--- config.mk ---
export PLATFORM = sky130hd
export DESIGN_NAME = usb_in_packetizer_flat
export DESIGN_NICKNAME = d
export VERILOG_FILES = /design/src/rtl/usb_in_packetizer_if.sv /design/src/rtl/usb_in_packetizer.sv /design/src/flat_wrapper.sv
export SDC_FILE = /design/constraint.sdc
export NUM_CORES = 1
export LEC_CHECK = 0
export ABC_AREA = 1
export CELL_PAD_IN_SITES_DETAIL_PLACEMENT = 0
export CELL_PAD_IN_SITES_GLOBAL_PLACEMENT = 1
export CORE_MARGIN = 5
export CORE_UTILIZATION = 40
export CTS_CLUSTER_DIAMETER = 80
export CTS_CLUSTER_SIZE = 20
export DETAILED_ROUTE_END_ITERATION = 8
export GPL_ROUTABILITY_DRIVEN = 0
export PLACE_DENSITY_LB_ADDON = 0.1
export SLEW_MARGIN = 40
export SYNTH_ARGS = -nofsm -noshare
export SYNTH_HDL_FRONTEND = slang
export SYNTH_SLANG_ARGS = --single-unit
--- constraint.sdc ---
create_clock -name clk -period 2.2 [get_ports clk]
set_input_delay 0.55 -clock clk [delete_from_list [all_inputs] [get_ports clk]]
set_output_delay 0.55 -clock clk [all_outputs]
set_load 0.02 [all_outputs]
--- src/rtl/usb_in_packetizer_if.sv ---
// FIFO read side and PHY-bound byte stream of the IN-endpoint packetizer.
interface usb_in_packetizer_if;
    logic [7:0] fifo_rddata;
    logic       fifo_empty;
    logic       fifo_rd_en;
    logic [7:0] tx_data;
    logic       tx_valid;
    logic       tx_ready;
    logic       tx_last;

    modport master (
        input  fifo_rddata,
        input  fifo_empty,
        input  tx_ready,
        output fifo_rd_en,
        output tx_data,
        output tx_valid,
        output tx_last
    );

    modport slave (
        output fifo_rddata,
        output fifo_empty,
        output tx_ready,
        input  fifo_rd_en,
        input  tx_data,
        input  tx_valid,
        input  tx_last
    );
endinterface

--- src/rtl/usb_in_packetizer.sv ---
// USB IN-endpoint transmitter: drains the byte FIFO into one
// PID/payload/CRC16 packet per IN token, tracking DATA0/DATA1.
module usb_in_packetizer #(
    parameter int MAX_PKT = 64,
    parameter int CNT_W   = $clog2(MAX_PKT + 1)
) (
    input  logic clk,
    input  logic rst_n,
    input  logic in_token,
    input  logic in_ack,
    output logic busy,
    usb_in_packetizer_if.master bus
);

    typedef enum logic [2:0] {
        IDLE, PID, PRIME, DATA, CRC_LO, CRC_HI
    } state_t;

    state_t           state;
    logic [CNT_W-1:0] cnt;
    logic [15:0]      crc;
    logic             toggle;
    logic             sent;
    logic [7:0]       tx_q;
    logic             valid_q;
    logic             last_q;
    logic             accept;

    function automatic logic [15:0] crc_upd(
        input logic [15:0] c,
        input logic [7:0]  d
    );
        logic [15:0] r;
        r = c;
        for (int i = 0; i < 8; i++) begin
            if (r[0] ^ d[i])
                r = (r >> 1) ^ 16'hA001;
            else
                r = r >> 1;
        end
        return r;
    endfunction

    assign accept = valid_q & bus.tx_ready;

    // Payload bytes come straight from the FIFO head, which holds still
    // until the byte is accepted and popped.
    assign bus.tx_data    = (state == DATA) ? bus.fifo_rddata : tx_q;
    assign bus.tx_valid   = valid_q;
    assign bus.tx_last    = last_q;
    assign bus.fifo_rd_en = (state == DATA) & accept & ~bus.fifo_empty;

    always_ff @(posedge clk or negedge rst_n) begin
        if (!rst_n) begin
            state   <= IDLE;
            cnt     <= '0;
            crc     <= 16'hFFFF;
            toggle  <= 1'b0;
            sent    <= 1'b0;
            tx_q    <= 8'h00;
            valid_q <= 1'b0;
            last_q  <= 1'b0;
            busy    <= 1'b0;
        end else begin
            // An ACK only counts once per packet actually sent.
            if (in_ack && !busy && sent) begin
                toggle <= ~toggle;
                sent   <= 1'b0;
            end
            unique case (state)
                IDLE: begin
                    if (in_token) begin
                        state   <= PID;
                        busy    <= 1'b1;
                        cnt     <= '0;
                        crc     <= 16'hFFFF;
                        tx_q    <= toggle ? 8'h4B : 8'hC3;
                        valid_q <= 1'b1;
                    end
                end
                PID: begin
                    if (accept) begin
                        valid_q <= 1'b0;
                        state   <= PRIME;
                    end
                end
                PRIME: begin
                    valid_q <= 1'b1;
                    if (bus.fifo_empty || cnt == CNT_W'(MAX_PKT)) begin
                        tx_q  <= ~crc[7:0];
                        state <= CRC_LO;
                    end else begin
                        state <= DATA;
                    end
                end
                DATA: begin
                    if (accept) begin
                        crc     <= crc_upd(crc, bus.fifo_rddata);
                        cnt     <= cnt + 1'b1;
                        valid_q <= 1'b0;
                        state   <= PRIME;
                    end
                end
                CRC_LO: begin
                    if (accept) begin
                        tx_q   <= ~crc[15:8];
                        last_q <= 1'b1;
                        state  <= CRC_HI;
                    end
                end
                CRC_HI: begin
                    if (accept) begin
                        valid_q <= 1'b0;
                        last_q  <= 1'b0;
                        busy    <= 1'b0;
                        sent    <= 1'b1;
                        state   <= IDLE;
                    end
                end
                default: state <= IDLE;
            endcase
        end
    end

endmodule
--- src/flat_wrapper.sv ---
// flat-port wrapper written by rule: the top's interface ports become plain ports
module usb_in_packetizer_flat 
#(
    parameter int MAX_PKT = 64,
    parameter int CNT_W   = $clog2(MAX_PKT + 1)
)
  (clk, rst_n, in_token, in_ack, busy, bus_fifo_rddata, bus_fifo_empty, bus_tx_ready, bus_fifo_rd_en, bus_tx_data, bus_tx_valid, bus_tx_last);
  usb_in_packetizer_if bus_i ();
  input  logic clk;
  input  logic rst_n;
  input  logic in_token;
  input  logic in_ack;
  output logic busy;
  input wire logic [$bits(bus_i.fifo_rddata)-1:0] bus_fifo_rddata;
  input wire logic [$bits(bus_i.fifo_empty)-1:0] bus_fifo_empty;
  input wire logic [$bits(bus_i.tx_ready)-1:0] bus_tx_ready;
  output wire logic [$bits(bus_i.fifo_rd_en)-1:0] bus_fifo_rd_en;
  output wire logic [$bits(bus_i.tx_data)-1:0] bus_tx_data;
  output wire logic [$bits(bus_i.tx_valid)-1:0] bus_tx_valid;
  output wire logic [$bits(bus_i.tx_last)-1:0] bus_tx_last;
  assign bus_i.fifo_rddata = bus_fifo_rddata;
  assign bus_i.fifo_empty = bus_fifo_empty;
  assign bus_i.tx_ready = bus_tx_ready;
  assign bus_fifo_rd_en = bus_i.fifo_rd_en;
  assign bus_tx_data = bus_i.tx_data;
  assign bus_tx_valid = bus_i.tx_valid;
  assign bus_tx_last = bus_i.tx_last;
  usb_in_packetizer #(.MAX_PKT(MAX_PKT), .CNT_W(CNT_W)) u_core (.clk(clk), .rst_n(rst_n), .in_token(in_token), .in_ack(in_ack), .busy(busy), .bus(bus_i));
endmodule
---- Word-level counts from Yosys, hierarchy flattened ----
Index checks and enable logic that the tools add are counted.
word-level totals
  input port bits ......................... 14
  output and inout port bits .............. 12
  bits in registers ....................... 39
operators by class
  add/sub/neg operators ................... 1
  multiplexer cells ....................... 49
  equality and inequality tests ........... 13
  reduce and logical (&&, ||, !) cells .... 18
  bitwise operators ....................... 23
operator list
  operator                                                         count
  16-bit 2-to-1 mux                                                24
  8-bit 2-to-1 mux                                                 5
  16-bit one-hot mux with 2 select lines                           1
  2-bit inverter with 3-bit output                                 8
  8-bit one-hot mux with 3 select lines                            1
  8-bit inverter                                                   2
  3-bit 2-to-1 mux                                                 5
  3-bit one-hot mux with 5 select lines                            1
  7-bit 2-to-1 mux                                                 2
  7-bit one-hot mux with 2 select lines                            1
  2-bit by 1-bit != test with 1-bit output, second input constant  6
  3-bit AND reduction                                              4
  4-bit AND reduction                                              2
  1-bit XOR                                                        8
  7-bit by 1-bit adder with 7-bit output, second input constant    1
  7-bit == test, second input constant                             1
  3-bit by 2-bit == test with 1-bit output, second input constant  2
  3-bit == test, second input constant                             2
  1-bit 2-to-1 mux                                                 6
  2-bit nonzero test                                               3
  3-bit nonzero test                                               2
  1-bit one-hot mux with 2 select lines                            2
  1-bit AND                                                        3
  3-bit by 1-bit == test with 1-bit output, second input constant  1
  9 further kinds                                                  11

---- Longest topological paths before layout ----
Gate-level depths: netlist of the first run.
  word-level depth ........................ 32
  gate-level depth with buffers ........... 17
  depth with buffers taken out ............ 17

---- Worst setup path before layout of the first run ----
Ideal clock, no wire load.
  path type ............................... input to output
  from .................................... in bus_tx_ready
  to ...................................... out bus_fifo_rd_en
  slack ................................... 378 ps
  required time ........................... 1650 ps
  path buffers ............................ 1
  stages .................................. 5
  arrival ................................. 1272 ps
  cells stage by stage .................... nand2_1 inv_1 nand2_2 buf_2 nor2_1
on the way
  longest elaborated chain between the ends .. 3
ends and longest elaborated chain
  item                     RTL line                 RTL
  start, declared          flat_wrapper.sv:16       input wire logic [$bits(bus_i.tx_ready)-1:0] bus_tx_ready;
  1-bit AND                usb_in_packetizer.sv:44  assign accept = valid_q & bus.tx_ready;
  1-bit AND (2 in series)  usb_in_packetizer.sv:51  assign bus.fifo_rd_en = (state == DATA) & accept & ~bus.fifo_empty;
  end, declared            flat_wrapper.sv:17       output wire logic [$bits(bus_i.fifo_rd_en)-1:0] bus_fifo_rd_en;
Every way passes these cells.

---- Worst setup path after layout of the first run ----
  from .................................... in bus_fifo_rddata[5]
  to ...................................... out bus_tx_data[5]
on the way
  longest elaborated chain between the ends .. 1
ends and longest elaborated chain
  item              RTL line                 RTL
  start, declared   flat_wrapper.sv:14       input wire logic [$bits(bus_i.fifo_rddata)-1:0] bus_fifo_rddata;
  8-bit 2-to-1 mux  usb_in_packetizer.sv:48  assign bus.tx_data = (state == DATA) ? bus.fifo_rddata : tx_q;
  end, declared     flat_wrapper.sv:18       output wire logic [$bits(bus_i.tx_data)-1:0] bus_tx_data;
Every way passes these cells.

==> key figures, run 1 <==
Yosys
  – Synth Net Count: 312
  – Largest family of logic cells by synthesized area: simple AND/OR/NAND/NOR gates
  – Synth Register Bits: 39
  – Mapped cell area: 0.00220 sq mm
  – Largest area contributor in the netlist: dfrtp_1
  – Synth Area in Compound Gates: 0.165
  – Synth Area in Simple Gates: 0.236
  – Mux cell area share after synthesis: 0
  – Post-synthesis cell type count: 29
  – Cells after Synth: 296
  – Synth top area cells: dfrtp_1 (26%), dfstp_2 (19%), nand2_1 (16%), inv_1 (7.5%), o21ai_0 (4.3%)
  – Synth Area in XOR/XNOR: 0.0397
  – Syn Area/Cell: 7.45 sq um
  – Seq/Total Area, Yosys: 0.452
  – Synthesis Warnings: 0
  – Post-synth top area share: 0.261
  – Adder-Cell Fraction of Synth Area: 0.0114

Placement
  – DP Worst Slack: -0.250 ns
  – Cell Count Post-Placement: 429
  – IO buf count: 25
  – Hpwl dp: 4.15 mm

Floorplan
  – DIE WIDTH: 84.2 microns
  – CORE AREA: 0.00544 sq mm
  – IO Pins: 26
  – Die ar.: 0.00710 sq mm
  – Starting Density: 0.405
  – Die Y: 84.2 microns
  – Row cnt: 27

Global route
  – All-Layer GR Usage: 0.164
  – GRT overflow: 0
  – Initial antenna violation count: 0
  – Vias in the first global route: 2017
  – Pin count of the biggest net entering global routing: 23
  – First-pass GRT wire length: 9.43 mm

Clocking
  – Root buf cell: clkbuf_8
  – Setup Buffers After CTS: 0
  – Total clock sinks: 39
  – H-tree depth: 2
  – Clk pin slew, worst setup/hold paths: 0.08 ns
  – Worst skew pair latency: 0.30 ns
  – CTS tree: done
  – Cts bufs inserted: 5
  – CTS max path bufs: 2

Route
  – # DRC: 0
  – Vias: 2073
  – Routed WL per cell: 12.6 microns
  – Drt total wl: 5.49 mm
  – Initial drt markers: 125
  – Post-route antenna net violation count: 0
  – Avg Vias per Cell: 4.74
  – Drt pass-1 iters: 4

Pwr
  – Cell area power density: 1040 mW/mm^2
  – Maximum vdd drop: 0.482 mV
  – Tot Pwr: 3.03 mW
  – Static Leak: 1.48 nW

Timing
  – Final slew viol count: 0
  – Min Tclk post-route: 2.09 ns
  – Final hold violation count: 0
  – Clock Skews: 0.00680 ns
  – Final setup vio count: 0
  – Final worst slack: 0.110 ns
  – WHS: 0.201 ns
  – Final Cycle Share: 0.950
  – Fmax: 478 MHz
  – Pin slew with the least headroom to its limit: 0.469 ns
  – Max-slew headroom: 0.687

Setup path
  – CP Launch Point: bus_fifo_rddata[5]
  – Critical Path, Cell by Cell: clkdlybuf4s50_1 -> nand2_1 -> nand2_1 -> clkdlybuf4s15_1
  – Worst R2R Setup Slack: 0.37 ns
  – Slowest cell delay on critical path: 0.54 ns
  – Reg-to-Reg Start: u_core.state[2]
  – Worst path slowest cell: clkdlybuf4s50_1
  – Startpoint type of the worst setup path: input pin
  – Critical Path AT: 1.54 ns
  – Most frequent CP cell: nand2_1
  – Required @ worst endpoint: 1.65 ns
  – Highest net fanout along the worst path: 2
  – Crit. End Element: output pin
  – CP Class: input pin to output pin

Finish
  – Final cell utilization of the core: 0.538
  – Diode count: 0
  – Non-Filler Instances: 437
  – Net count, final: 380
  – Share of layout cells above drive strength 1: 0.252
  – Synth-to-Final Area Change: 32.6%

Flow run
  – MaxCap Viol Count: 0

Status
  – Status: finished clean

Hold path
  – Class of the worst hold path: input pin to asynchronous set/reset pin
synthesized netlist by cell type:
master	count
a21oi_1	14
a21oi_4	1
a22oi_1	3
a31oi_1	1
a32oi_1	2
buf_2	2
clkbuf_1	1
clkinv_1	2
dfrtp_1	23
dfstp_2	16
ha_1	2
inv_1	44
inv_2	7
nand2_1	92
nand2_2	2
nand3_1	7
nand3_2	1
nand4_1	1
nor2_1	19
nor2_2	1
nor2_4	1
nor3_1	2
nor3b_2	1
o21ai_0	19
o21ai_1	6
o22a_1	2
o22ai_1	14
xnor2_1	4
xor2_1	6
where the power goes:
part / total [mW] / internal [mW] / switching, mW
logic: 1.52 / 0.594 / 0.929
clock network: 0.491 / 0.221 / 0.270
registers: 1.01 / 0.912 / 0.101
total: 3.03 / 1.73 / 1.30
critical path: cells and delay by family:
kind / cells / cell delay, ns
buffers and inverters: 2 / 0.85
AND/OR/NAND/NOR: 2 / 0.14
timing repair:
item | CTS | global route
endpoints found under the setup margin | 9 | 10
gates resized for setup | 11 | 29
hold endpoints to repair | 0 | 0
hold buffers | 0 | 0
gates cloned | 0 | 0
routing by layer:
metal,up-vias,global-route usage,wire (microns)
met2,39,0.250,2330
met3,8,0.0265,215
met5,-,0,0
met1,946,0.234,2850
met4,0,0.0614,89
li1,1080,-,-
placed cells by master (no fill, tap or decap), types with 2 or more instances in the layout:
cell type	count
o21ai_1	6
inv_1	42
clkbuf_8	5
nand2_1	90
nand2_2	4
inv_2	9
dfstp_2	16
xnor2_1	4
buf_12	2
clkbuf_2	7
nor2_1	19
clkinv_1	2
nand3_2	2
clkdlybuf4s15_1	2
nor3_1	2
xor2_1	5
o22a_1	2
nand3_1	6
dlymetal6s2s_1	2
clkinvlp_4	2
o21ai_0	19
ha_1	2
a32oi_1	2
a21oi_1	13
o22ai_1	14
clkdlybuf4s50_1	13
dfrtp_1	23
a22oi_1	3
buf_4	37
final cells by class:
class / count / area [sq um]
timing repair buffer: 64 / 533
sequential: 39 / 996
multi-input combinational: 201 / 1020
clock buffer: 5 / 68.8
inverter: 53 / 199
clock inverter: 3 / 20.0
tap: 72 / 90.1
fill: 547 / 2510
sequential cells by signal (all words and copies together) (netlist names):
signal	flops
u_core.bus.tx_last	1
u_core.bus.tx_valid	1
u_core.busy	1
u_core.cnt	7
u_core.crc	16
u_core.sent	1
u_core.state	3
u_core.toggle	1
u_core.tx_q	8
through the flow:
stage               TNS (ns)  instance area [sq um]
floorplan                  0                   2200
global placement       -1.72                   2840
detailed placement     -1.87                   2840
CTS                        0                   2920
global route         -0.0114                   2920
finish                     0                   2920
cell families (layout without fill, tap and decap cells):
| family | Yosys count | after routing |
|---|---|---|
| and+or+nand+nor | 127 | 127 |
| AOI/OAI and AO/OA | 62 | 62 |
| buffers and inverters | 56 | 125 |
| DFF | 39 | 39 |
| xor gates and xnor gates | 10 | 10 |
| adders and majority gates | 2 | 2 |
worst paths after layout:
path,to,depth (start not counted)
setup reg to reg,u_core.cnt[6],12
setup / recovery,bus_tx_data[5],4
min in group clk,u_core.tx_q[2],2
hold reg to reg,u_core.tx_q[2],2
hold / removal,u_core.tx_q[1],1
max in group asynchronous,u_core.crc[4],2
No activity file was read; power rests on OpenSTA's default activity.
==> run 2: changes to the inputs <==
Settings changed: SKIP_CTS_REPAIR_TIMING from default to 1.
==> run 2 against run 1 <==
Combinational power grew 3%. Critical path depth grew 2. Critical endpoint is now bus_fifo_rd_en. Via count is 0.14% lower. First-iteration DRC count unchanged. Wire length is essentially flat. Largest cell class unchanged. Clock power is essentially flat. Total power is 1.4% higher. Utilization rose by 0.92 points. Sequential power barely moved. Count of clock-buffer cells in the layout unchanged. Register-to-register slack is essentially flat. Global-route usage barely moved.
==> key figures, run 2 (synthesized netlist as in run 1, its figures left out) <==
Pwr
  – Cell Int Power: 1.77 mW (+2.5%)
  – Clock Power Share: 0.159 (-0.003)
  – Static Leak: 1.58 nW (+6.9%)
  – Psw: 1.30 mW (about the same)
  – Sw frac: 0.423 (-0.00608)
  – Reg power frac: 0.330 (-0.005)
  – Tot Pwr: 3.07 mW (+1.4%)
  – Maximum vdd drop: 0.482 mV (about the same)
  – Cell area power density: 1030 mW/mm^2 (-0.29%)
  – Combinational Power Share: 0.510 (+0.007)

Timing
  – Final hold violation count: 0 (unchanged)
  – Fmax: 487 MHz (+1.9%)
  – Final Cycle Share: 0.932 (-0.0175)
  – Final worst slack: 0.149 ns (+0.0385 ns)
  – Clock Skews: 0.00831 ns (+0.00151 ns)
  – Final setup vio count: 0 (unchanged)
  – Pin slew with the least headroom to its limit: 0.467 ns (-0.00189 ns)
  – Min Tclk post-route: 2.05 ns (-0.0385 ns)
  – Max-slew headroom: 0.688 (+0.00126)
  – Final slew viol count: 0 (unchanged)

Setup path
  – Required @ worst endpoint: 1.65 ns (about the same)
  – Startpoint type of the worst setup path: input pin
  – R2r endpoint: u_core.cnt[6]
  – Highest net fanout along the worst path: 2 (unchanged)
  – Critical Path AT: 1.50 ns (-0.04 ns)
  – Crit. End Element: output pin
  – CP Class: input pin to output pin
  – Reg-to-Reg Start: u_core.state[2]
  – R2R cell count: 12 (unchanged)
  – Worst R2R Setup Slack: 0.36 ns (about the same)

Placement
  – DP Worst Slack: -0.250 ns (unchanged)
  – Hpwl dp: 4.15 mm (unchanged)
  – IO buf count: 25 (unchanged)

Finish
  – Largest Register: u_core.crc
  – Most common cell after layout, fill and taps aside: nand2_1
  – Max reg flops: 16 (unchanged)
  – Synth-to-Final Area Change: 34.9%
  – Net count, final: 380 (unchanged)
  – Most frequent cells in the layout: nand2_1 (90), inv_1 (42), buf_4 (37)
  – Top flop regs: u_core.crc (16), u_core.tx_q (8), u_core.cnt (7)
  – Diode count: 0 (unchanged)
  – Share of layout cells above drive strength 1: 0.236 (-0.0164)

Route
  – Initial drt markers: 125 (unchanged)
  – # DRC: 0 (unchanged)
  – Vias: 2070 (-0.14%)
  – Routed WL per cell: 12.6 microns (about the same)
  – Drt total wl: 5.49 mm (about the same)
  – Drt pass-1 iters: 4 (unchanged)
  – Post-route antenna net violation count: 0 (unchanged)
  – Avg Vias per Cell: 4.74 (-0.14%)

Flow run
  – MaxCap Viol Count: 0 (unchanged)

Floorplan
  – IO Pins: 26 (unchanged)
  – Row cnt: 27 (unchanged)
  – CORE AREA: 0.00544 sq mm (unchanged)
  – DIE WIDTH: 84.2 microns (unchanged)
  – Starting Density: 0.405 (unchanged)
  – Die Y: 84.2 microns (unchanged)
  – Die ar.: 0.00710 sq mm (unchanged)

Clocking
  – CTS max path bufs: 2 (unchanged)
  – Root buf cell: clkbuf_8
  – Cts bufs inserted: 5 (unchanged)
  – Clk pin slew, worst setup/hold paths: 0.08 ns (about the same)
  – Worst skew pair latency: 0.30 ns (about the same)
  – Total clock sinks: 39 (unchanged)
  – H-tree depth: 2 (unchanged)
  – CTS tree: done

Global route
  – All-Layer GR Usage: 0.165 (+0.000205)
  – Initial antenna violation count: 0 (unchanged)
  – Vias in the first global route: 2021 (+0.20%)
  – GRT overflow: 0 (unchanged)
  – First-pass GRT wire length: 9.44 mm (+0.15%)
  – Pin count of the biggest net entering global routing: 23 (unchanged)

Hold path
  – Class of the worst hold path: input pin to asynchronous set/reset pin

Status
  – Status: finished clean
==> run 2: changes by cell type in the layout (fill, tap and decap cells not counted) <==
cell	change
dlymetal6s2s_1	+8
clkbuf_2	-6
clkdlybuf4s15_1	-2
==> run 2: layout make-up <==
cell class / count / area (sq um)
Timing Repair Buffer: 64 / 583
Tap cell: 72 / 90.1
Inverter: 53 / 199
Clock inverter: 3 / 20.0
Fill cell: 539 / 2460
Clock buffer: 5 / 68.8
Sequential cell: 39 / 996
Multi-Input combinational cell: 201 / 1020
==> run 2: how the worst max path moves through the flow <==
stage | startpoint | end | depth (start not counted)
after detailed placement | bus_tx_ready | bus_fifo_rd_en | 6
after global routing | bus_fifo_rddata[2] | u_core.crc[0] | 19
after floorplan | bus_tx_ready | bus_fifo_rd_en | 5
after CTS | u_core.state[2] | bus_tx_data[2] | 6
final | bus_tx_ready | bus_fifo_rd_en | 6
after global placement | bus_tx_ready | bus_fifo_rd_en | 6
==> run 2: worst max-delay path, stage by stage <==
cell and delay (ns):
clkdlybuf4s50_1 0.45, nand2_1 0.06, inv_1 0.08, nand2_2 0.06
nor2_1 0.07, dlymetal6s2s_1 0.23
==> run 2: power by group through the flow <==
stage / clock [mW] / sequential, mW / combinational [mW]
2_1_floorplan: 0 / 1.05 / 0.885
3_3_place_gp: 0 / 1.02 / 1.57
3_5_place_dp: 0 / 1.03 / 1.57
4_1_cts: 0.513 / 1.01 / 1.58
5_1_grt: 0.544 / 1.03 / 1.75
6_report: 0.490 / 1.01 / 1.57
==> run 2: per-stage QoR <==
step                      cells  hold WS (ns)  utilization  area (sq um)  setup TNS (ns)
after global placement      429         0.464        0.523          2840           -1.72
after global routing        437         0.214        0.547          2970         -0.0114
after detailed placement    429         0.467        0.523          2840           -1.87
after floorplan             296         0.254            -          2200               0
final                       437         0.199        0.547          2970               0
after CTS                   437         0.196        0.539          2930           -2.26
==> run 2: per-layer routing <==
metal	GRT usage	part of all wire	vias up
met4	0.0614	0.016	0
met2	0.250	0.42	44
met3	0.0265	0.044	8
met5	0	0	-
met1	0.235	0.52	942
li1	-	-	1076
==> run 3: changes to the inputs <==
Settings changed: PLACE_DENSITY from default to 0.78, PLACE_DENSITY_LB_ADDON 0.1 to default.
==> run 3 against run 2 <==
Utilization grew 0.90 points. Global-route usage hardly changed. Sequential share of layout area fell by 0.54 points. Via count is 0.39% higher. Clock skew shrank 0.0029 ns. Largest cell class unchanged. Register-to-register slack lost 0.02 ns. Highest routed layer unchanged. Cell count decreased by 0.46%. Worst hold slack worse by 0.017 ns.
==> key figures, run 3 (synthesized netlist as in run 1, its figures left out) <==
Status
  – Status: finished clean

Setup path
  – CP Launch Point: bus_tx_ready
  – Critical path depth: 6 (unchanged)
  – Required @ worst endpoint: 1.65 ns (about the same)
  – R2r endpoint: u_core.cnt[5]
  – Worst path slowest cell: clkdlybuf4s50_1
  – CP Class: input pin to output pin
  – Startpoint type of the worst setup path: input pin
  – Worst R2R Setup Slack: 0.34 ns (-0.02 ns)
  – R2R cell count: 11 (-1)
  – Critical Path, Cell by Cell: clkdlybuf4s50_1 -> nand2_1 -> inv_1 -> nand2_2 -> nor2_1 -> dlymetal6s2s_1
  – Slowest cell delay on critical path: 0.45 ns (about the same)
  – CP top delay family: buffers and inverters
  – Worst path buffer plus inverter count: 3 (unchanged)
  – Highest net fanout along the worst path: 2 (unchanged)
  – Reg-to-Reg Start: u_core.state[2]
  – Critical Path AT: 1.53 ns (+0.03 ns)
  – Crit. End Element: output pin
  – CP endpoint: bus_fifo_rd_en

Finish
  – Diode count: 0 (unchanged)
  – Top flop regs: u_core.crc (16), u_core.tx_q (8), u_core.cnt (7)
  – Filler instances: 520 (-3.5%)
  – Max reg flops: 16 (unchanged)
  – Most common cell after layout, fill and taps aside: nand2_1
  – Most frequent cells in the layout: nand2_1 (80), inv_1 (43), buf_4 (36)
  – Share of layout cells above drive strength 1: 0.259 (+0.0233)
  – Non-Filler Instances: 435 (-0.46%)
  – Net count, final: 378 (-0.53%)
  – Synth-to-Final Area Change: 37.1%
  – Multi-input combinational cell area: 0.00105 sq mm (+3.4%)
  – Final cell utilization of the core: 0.556 (+0.00897)
  – Sequential cell area: 996 sq um (unchanged)
  – Largest Register: u_core.crc

Global route
  – All-Layer GR Usage: 0.165 (+0.000169)
  – First-pass GRT wire length: 9.51 mm (+0.73%)
  – Initial antenna violation count: 0 (unchanged)
  – Pin count of the biggest net entering global routing: 24 (+4.3%)
  – Vias in the first global route: 2040 (+0.94%)
  – GRT overflow: 0 (unchanged)

Flow run
  – MaxCap Viol Count: 0 (unchanged)

Timing
  – Min Tclk post-route: 2.08 ns (+0.0261 ns)
  – Final worst slack: 0.122 ns (-0.0261 ns)
  – Final Cycle Share: 0.944 (+0.0119)
  – Final TNS setup: 0 ns (unchanged)
  – Final setup vio count: 0 (unchanged)
  – Max-slew headroom: 0.714 (+0.0258)
  – RSZ-0062 raised after global routing: false
  – Pin slew with the least headroom to its limit: 0.429 ns (-0.0388 ns)
  – Final slew viol count: 0 (unchanged)
  – Final hold violation count: 0 (unchanged)
  – Fmax: 481 MHz (-1.3%)
  – Clock Skews: 0.00546 ns (-0.00285 ns)

Pwr
  – Static Leak: 1.63 nW (+3.1%)
  – Tot Pwr: 3.19 mW (+3.9%)
  – Cell area power density: 1050 mW/mm^2 (+2.2%)
  – Maximum vdd drop: 0.390 mV (-19%)

Route
  – Routed WL per cell: 12.5 microns (-0.20%)
  – Drt total wl: 5.45 mm (-0.66%)
  – # DRC: 0 (unchanged)
  – Post-route antenna net violation count: 0 (unchanged)
  – Avg Vias per Cell: 4.78 (+0.85%)
  – Vias: 2078 (+0.39%)
  – Initial drt markers: 86 (-31%)
  – Drt pass-1 iters: 4 (unchanged)

Floorplan
  – Die Y: 84.2 microns (unchanged)
  – Row cnt: 27 (unchanged)
  – CORE AREA: 0.00544 sq mm (unchanged)
  – IO Pins: 26 (unchanged)
  – Die ar.: 0.00710 sq mm (unchanged)
  – Starting Density: 0.405 (unchanged)
  – DIE WIDTH: 84.2 microns (unchanged)

Placement
  – DP Worst Slack: -0.246 ns (+0.00435 ns)
  – IO buf count: 25 (unchanged)
  – Hpwl dp: 4.12 mm (-0.79%)
  – Cell Count Post-Placement: 427 (-0.47%)

Hold path
  – Class of the worst hold path: input pin to asynchronous set/reset pin

Clocking
  – Clk pin slew, worst setup/hold paths: 0.08 ns (about the same)
  – H-tree depth: 2 (unchanged)
  – Cts bufs inserted: 5 (unchanged)
  – CTS max path bufs: 2 (unchanged)
  – Total clock sinks: 39 (unchanged)
  – CTS tree: done
  – Worst skew pair latency: 0.30 ns (about the same)
  – Root buf cell: clkbuf_8
[run 3: cell types whose count changed in the layout (fill, tap and decap cells not counted), sizes merged]
cell,delta
buf,-2
bufinv,+1
clkinvlp,-2
clkdlybuf4s50,-2
dlymetal6s2s,+3
[run 3: power by group]
part           switching (mW)  leakage, nW  total (mW)  internal [mW]
Sequential              0.104        0.459        1.02          0.912
Clock                   0.264       0.0612       0.631          0.367
Combinational           0.930         1.11        1.54          0.612
Total                    1.30         1.63        3.19           1.89
[run 3: per-layer routing]
metal | global-route usage | vias up | share of wire | routed length, microns
li1 | - | 1078 | - | -
met1 | 0.222 | 967 | 0.48 | 2610
met2 | 0.263 | 28 | 0.46 | 2510
met3 | 0.0393 | 5 | 0.048 | 260
met4 | 0.0482 | 0 | 0.014 | 74
met5 | 0 | - | 0 | 0
[run 3: area by class of cell]
type	count	area share
Clock inverter	2	0.0116
Inverter	53	0.0658
Multi-Input combinational cell	201	0.348
Timing Repair Buffer	62	0.188
Tap cell	72	0.0298
Sequential cell	39	0.329
Clock buffer	6	0.0273
[run 3: worst min path at each step]
stage | end | slack, ns | startpoint | cells past startpoint
finish | u_core.tx_q[4] | 0.18 | rst_n | 1
global route | u_core.tx_q[6] | 0.20 | rst_n | 1
CTS | u_core.tx_q[1] | 0.19 | rst_n | 1
detailed placement | u_core.tx_q[2] | 0.47 | u_core.tx_q[2] | 2
global placement | u_core.tx_q[4] | 0.46 | u_core.tx_q[4] | 2
floorplan | u_core.bus.tx_last | 0.25 | rst_n | 0
[run 3: worst reg2reg max path: stages, from the launching register on]
cell and delay (ns):
dfrtp_1 0.40, inv_2 0.09, nand2_2 0.09, nor2_4 0.11, buf_4 0.14, nand2_2 0.05, buf_4 0.17, a21oi_4 0.16
buf_4 0.19, nand3_1 0.12, o21ai_0 0.18, nor2_1 0.07
[run 3: metrics by stage]
stage               hold slack (ns)  instance area, sq um
detailed placement            0.466                  2820
floorplan                     0.254                  2200
global route                  0.200                  3020
finish                        0.183                  3020
global placement              0.465                  2820
CTS                           0.191                  2930
